$ cat config.mk
export PLATFORM = sky130hd
export DESIGN_NAME = alu64_seq
export DESIGN_NICKNAME = d
export VERILOG_FILES = /design/src/rtl/alu64_seq.sv
export SDC_FILE = /design/constraint.sdc
export NUM_CORES = 1
export LEC_CHECK = 0
export BUFFER_PORTS_ARGS = -buffer_cell sky130_fd_sc_hd__buf_2
export CAP_MARGIN = 5
export CORE_MARGIN = 8
export CORE_UTILIZATION = 45
export DETAILED_ROUTE_END_ITERATION = 6
export PLACE_DENSITY = 0.76
export SYNTH_ARGS = -nofsm -noshare
export SYNTH_HDL_FRONTEND = slang
export SYNTH_SLANG_ARGS = --single-unit
$ cat constraint.sdc
create_clock -name clk -period 1.8 [get_ports clk]
set_input_delay 0.09 -clock clk [delete_from_list [all_inputs] [get_ports clk]]
set_output_delay 0.09 -clock clk [all_outputs]
set_load 0.02 [all_outputs]
$ cat src/rtl/alu64_seq.sv
// alu64_seq: runs 64-bit add/sub/and/xor as two passes
// through an external 32-bit combinational ALU.
`timescale 1ns/1ps
module alu64_seq (
   input  logic        clk,
   input  logic        rst,
   input  logic        req_valid,
   output logic        req_ready,
   input  logic [1:0]  req_cmd,
   input  logic [63:0] req_a,
   input  logic [63:0] req_b,
   output logic        rsp_valid,
   input  logic        rsp_ready,
   output logic [63:0] rsp_result,
   output logic        rsp_cout,
   output logic        rsp_zero,
   output logic [3:0]  alu_op,
   output logic [31:0] alu_in0,
   output logic [31:0] alu_in1,
   output logic        alu_cin,
   input  logic [32:0] alu_F,
   input  logic        alu_cout,
   input  logic        alu_zero
);

   typedef enum logic [1:0] {IDLE, LO, HI, DONE} state_t;

   state_t      state, nstate;
   logic [1:0]  cmd;
   logic [63:0] a, b;
   logic [31:0] res_lo;
   logic        c;
   logic        logic_op;
   logic [63:0] res_nxt;
   logic        cout_nxt;
   logic        unused_alu;

   assign unused_alu = ^{alu_zero, alu_F[32]};

   assign logic_op  = cmd[1];
   assign res_nxt   = {alu_F[31:0], res_lo};
   // ALU adds cin into in1 in 32 bits, so a carry
   // out of b_hi+1 is lost and must be restored here.
   assign cout_nxt  = ~logic_op &
                      (alu_cout | (c & (&b[63:32])));
   assign req_ready = (state == IDLE) & ~rst;
   assign rsp_valid = (state == DONE);

   always_ff @(posedge clk) begin
      if (rst) state <= IDLE;
      else     state <= nstate;
   end

   always_comb begin
      nstate = state;
      unique case (state)
         IDLE: if (req_valid) nstate = LO;
         LO:   nstate = HI;
         HI:   nstate = DONE;
         DONE: if (rsp_ready) nstate = IDLE;
      endcase
   end

   always_comb begin
      alu_op  = 4'b1111;
      alu_in0 = '0;
      alu_in1 = '0;
      alu_cin = 1'b0;
      unique case (state)
         LO: begin
            alu_in0 = a[31:0];
            alu_in1 = b[31:0];
            unique case (cmd)
               2'b00: alu_op = 4'b0000;
               2'b01: alu_op = 4'b0010;
               2'b10: alu_op = 4'b1011;
               2'b11: alu_op = 4'b1101;
            endcase
         end
         HI: begin
            alu_in0 = a[63:32];
            alu_in1 = b[63:32];
            alu_cin = c;
            unique case (cmd)
               2'b00: alu_op = 4'b0001;
               2'b01: alu_op = 4'b0011;
               2'b10: alu_op = 4'b1011;
               2'b11: alu_op = 4'b1101;
            endcase
         end
         default: ;
      endcase
   end

   always_ff @(posedge clk) begin
      if (rst) begin
         cmd        <= '0;
         a          <= '0;
         b          <= '0;
         res_lo     <= '0;
         c          <= 1'b0;
         rsp_result <= '0;
         rsp_cout   <= 1'b0;
         rsp_zero   <= 1'b0;
      end else begin
         unique case (state)
            IDLE: begin
               if (req_valid) begin
                  cmd <= req_cmd;
                  a   <= req_a;
                  b   <= req_b;
               end
            end
            LO: begin
               res_lo <= alu_F[31:0];
               c      <= alu_cout & ~logic_op;
            end
            HI: begin
               rsp_result <= res_nxt;
               rsp_cout   <= cout_nxt;
               rsp_zero   <= (res_nxt == 64'd0);
            end
            DONE: ;
         endcase
      end
   end

endmodule

# ---- After elaboration in Yosys (flattened, before gate mapping)
# Index checks and enable logic that the tools add are counted.
dict set report op_classes {
  add_sub_neg 0
  multipliers 0
  div 0
  n_lt_le_gt_ge 0
  n_eq_ne 8
  n_shift 0
  mux 9
  n_bitwise 7
  n_reduce_logical 6
}
# op n
set ops {}
lappend ops {{32-bit case mux with 2 select lines} 2}
lappend ops {{64-bit zero test} 1}
lappend ops {{4-bit case mux with 4 select lines} 2}
lappend ops {{32-bit AND reduction} 1}
lappend ops {{2-bit equality test, second input constant} 4}
lappend ops {{2-bit case mux with 4 select lines} 1}
lappend ops {{4-bit case mux with 2 select lines} 1}
lappend ops {{1-bit bitwise AND} 4}
lappend ops {{2-bit by 1-bit equality test with 1-bit output, second input constant} 2}
lappend ops {{2-bit zero test} 2}
lappend ops {{2-bit 2-to-1 mux} 2}
lappend ops {{2-bit AND reduction} 2}
lappend ops {{2-bit by 1-bit inequality test with 1-bit output, second input constant} 1}
lappend ops {{2-bit inequality test, second input constant} 1}
lappend ops {{1-bit NOT} 2}
lappend ops {{1-bit 2-to-1 mux} 1}
lappend ops {{1-bit OR} 1}
dict set report word_totals {
  regBits 231
  latchBits 0
  ramBits 0
  romBits 0
  out_inout_bits 137
  wordCells 39
  n_memories 0
}

# ---- Longest topological paths before layout
dict set report logic_depth {
  depth_word 4
  mapped_depth 8
  mapped_depth_nobuf 6
}

# ---- Worst setup path after synthesis
# No wires, ideal clock.
dict set report synth_timing {
  path_type {register to output}
  start {register state[1]}
  end {output alu_in0[10]}
  arrival_time_ns 1.562
  required_ns 1.710
  setup_slack_ns 0.148
  path_stages_with_launch 7
  path_buffers 2
  path_cell_list {dfxtp_1 > inv_1 > ha_1 > clkbuf_1 > clkbuf_1 > a22oi_1 > nor2b_1}
}
dict set report synth_between {
  elab_chain_cells 2
}
# item line
set synth_rtl {}
lappend synth_rtl {{from (decl)} 28} ;# state_t state, nstate;
lappend synth_rtl {{from (signal assigned)} 51} ;# else state <= nstate;
lappend synth_rtl {{2-bit equality test / 2-bit by 1-bit equality test with 1-bit output (equally long branches)} 69} ;# unique case (state)
lappend synth_rtl {{32-bit case mux with 2 select lines *} 69}
lappend synth_rtl {{to (decl)} 18} ;# output logic [31:0] alu_in0,
# Mark *: on every way between the ends. The rest lies on a longest branch, timed or not.

# ---- Worst setup path in the final report
dict set report layout_timing {
  start {register state[1]}
  end {output alu_in0[14]}
}
# The elaborated chain is that of the path after synthesis.

==> out/qor.txt <==
Finish-stage setup viols: 69
Critical path launch point type: flip-flop
Horiz. Die Dim: 160 um
Skew-Pair Late Insertion Delay: 0.52 ns
Post-synth design cell area: 0.00932 sq mm
Relative max-transition margin: 66.4%
Area growth syn-to-layout: 63.7%
Instance count of the mapped netlist: 1108
Most common cell after layout, fill and taps aside: sky130_fd_sc_hd__nand2_1
Unrepaired setup endpoints after global routing: true
M3 GR Usage: 8.69%
GRT Total Usage: 27.5%
CTS H-Tree Depth: 1
Failing checks: negative setup slack
Detailed-route vias per instance: 5.65
Leakage power of the design: 6.25 nW
Dpl cell area: 0.0112 sq mm
Number of register bits inferred by synthesis: 231
Register area share after synthesis: 49.6%
Total Routed Length: 40900 um
Number of maximum-capacitance constraint violations: 0
Max IR drop VDD: 900 uV
DRC violation count after routing: 0
Clk buf depth: 3
Met1 layer usage reported by global route: 29.3%
Proportion of layout cells with a drive suffix above 1: 31.8%
Most Frequent Cell on Critical Path: sky130_fd_sc_hd__buf_12
Number of nets with antenna violations after detailed routing: 0
Total via count in the routed design: 10.6k
Filler cell count: 1227
Wire length of the first global-routing pass: 57700 um
Required time of the critical path: 1.71 ns
Cell variety after synth: 26
Initial drt markers: 1005
Worst-case hold slack: 0.0409 ns
CTS tree: yes
Leftover overflow at the end of global routing: 0
Clock-pin slew on the worst setup and hold paths: 0.06 ns
Slack of the worst reg-to-reg path: -0.06 ns
Total die area: 0.0256 sq mm
Largest stage delay on the critical path: 0.39 ns
Element type at the critical path end: primary output
# clock sinks: 231
Number of hold-slack violations in the final timing report: 0
Yosys Warn Count: 0
Final weighted congestion in routability-driven placement: 0.847
Path category of the worst min-delay check: primary input to flip-flop
Crit path buffers/inverters: 4
Clk Tree Root Cell: sky130_fd_sc_hd__clkbuf_16
Maximum clock frequency: 490 MHz
Post-Syn Area per Cell: 8.41 sq um
Pin count of the biggest net entering global routing: 76
CP max FO: 7
Number of placement rows: 52
Number of iterations in the first detailed-routing pass: 6
Core outline area: 0.0203 sq mm
CP max-delay cell: sky130_fd_sc_hd__dfxtp_4
Finished layout cell area: 0.0153 sq mm
Post-layout minimum cycle time: 2.04 ns
Portion of the clock cycle consumed by the worst path in the final layout: 113%
Routing usage on met2: 48.6%
Worst-path cell chain: inv_6 > ha_4 > buf_12 > buf_12 > nor2b_1 > buf_4
Fin Clk Skew: 0.0238 ns
Cell family with most CP delay: buffers and inverters
Critical setup path kind: flip-flop to primary output
Nets: 1760
Result of the run: complete, but fails checks
Actual transition at the worst max-transition pin: 0.504 ns
Via count of the first global-routing pass: 10.7k
Power density over the cells: 1480 mW/mm^2
Die H: 160 um
Worst setup slack after layout: -0.241 ns
# port buffers: 303
Top library cells by usage in the layout, fill and taps aside: 266 x sky130_fd_sc_hd__nand2_1, 239 x sky130_fd_sc_hd__buf_2, 229 x sky130_fd_sc_hd__dfxtp_1, 164 x sky130_fd_sc_hd__dlygate4sd3_1, 132 x sky130_fd_sc_hd__a21oi_1
Number of buffers created by CTS: 25
Initial antenna violation count: 5
DP Wirelength: 20400 um
Pins Over Slew Limit: 0
Starting utilization of the core area: 45.9%
I/O pin cnt: 306
GRT busiest layer: met2
Nets in the synthesized netlist: 1286
Data arrival time at the worst-slack endpoint: 1.95 ns
Drt wl/cell: 21.8 um
==> logic make-up after synthesis <==
kind of cell,synth area share (%)
buffers and inverters,4.20
and+or+nand+nor,21.8
adders and majority gates,1.21
muxes,10.5
AOI/OAI and AO/OA,12.7
DFF,49.6
==> cell type report <==
cell class,count,area [sq um],share of cell area (%)
Timing Repair Buffer,535,4480,29.4
Clock inverter,17,279,1.83
Sequential cell,231,4630,30.4
Inverter,8,40.0,0.262
Multi-Input combinational cell,781,4820,31.6
Tap cell,270,338,2.21
Clock buffer,27,653,4.28
Antenna cell,5,12.5,0.0820
==> synth_stat cells <==
master	instances	area share (%)
sky130_fd_sc_hd__nand2_1	267	11
sky130_fd_sc_hd__dfxtp_1	231	50
sky130_fd_sc_hd__a21oi_1	132	7.1
sky130_fd_sc_hd__nor2_1	101	4.1
sky130_fd_sc_hd__mux2i_1	98	11
sky130_fd_sc_hd__a22oi_1	64	5.2
sky130_fd_sc_hd__nor2b_1	64	4.3
sky130_fd_sc_hd__clkbuf_1	63	2.5
sky130_fd_sc_hd__buf_2	22	1.2
sky130_fd_sc_hd__nor4_1	17	1.1
sky130_fd_sc_hd__nand4_1	10	0.67
sky130_fd_sc_hd__ha_1	9	1.2
sky130_fd_sc_hd__inv_1	8	0.32
sky130_fd_sc_hd__nand3_1	5	0.27
sky130_fd_sc_hd__o21ai_0	3	0.16
sky130_fd_sc_hd__a211oi_1	2	0.16
sky130_fd_sc_hd__and2_1	2	0.13
sky130_fd_sc_hd__buf_1	2	0.081
sky130_fd_sc_hd__and3_1	1	0.067
sky130_fd_sc_hd__buf_4	1	0.081
sky130_fd_sc_hd__nand2b_1	1	0.067
sky130_fd_sc_hd__nor3_1	1	0.054
sky130_fd_sc_hd__nor4b_2	1	0.16
sky130_fd_sc_hd__o21ai_1	1	0.054
sky130_fd_sc_hd__o22ai_1	1	0.067
sky130_fd_sc_hd__or4_1	1	0.081
==> registers in the layout, summed over array words and instances (netlist names) <==
name,flops
res_lo,32
state,2
b,64
c,1
rsp_cout,1
a,64
cmd,2
rsp_zero,1
rsp_result,64
==> worst reg2reg max path, delay by kind of cell (launching register included) <==
| kind | cells | cell delay [ns] |
|---|---|---|
| simple gates | 3 | 0.68 |
| flops | 1 | 0.36 |
| compound gates | 1 | 0.13 |
| fa+ha+maj | 1 | 0.19 |
| buf+inv | 4 | 0.43 |
==> metal layers <==
layer	vias to the layer above	part of all wire [%]
li1	4686	-
met1	4961	34
met2	733	49
met3	212	10
met4	0	5.9
met5	-	0
==> metrics by stage <==
step | setup slack [ns] | utilization [%] | instances | power, W | setup TNS, ns
after floorplan | 0.148 | - | 1108 | 0.0107 | 0
final | -0.241 | 75.2 | 1874 | 0.0225 | -9.69
after global placement | 0.177 | 55.0 | 1620 | 0.0127 | 0
after global routing | -0.297 | 75.1 | 1873 | 0.0233 | -14.16
after detailed placement | 0.139 | 55.0 | 1620 | 0.0128 | 0
after CTS | -0.201 | 70.8 | 1843 | 0.0204 | -10.94
==> what timing repair did <==
action | CTS | global route
buffers inserted | 8 | 19
endpoints found under the setup margin | 69 | 70
pin swaps | 5 | 24
hold endpoints to repair | 207 | 0
resized for setup | 109 | 140
gates cloned | 7 | 9
hold buffers | 164 | 0
==> worst paths after layout <==
| kind | start | endpoint | cells after the start |
|---|---|---|---|
| worst max-delay path | state[1] | alu_in0[14] | 6 |
| worst min-delay path | rsp_ready | state[1] | 4 |
| worst max register to register | state[0] | rsp_zero | 9 |
| worst min register to register | b[12] | b[12] | 2 |
==> power breakdown <==
part	switching (W)	internal [W]
logic	0.00521	0.00481
clock network	0.00220	0.00363
registers	0.000674	0.00599
total	0.00809	0.0144
(Power assumes the default switching activity.)
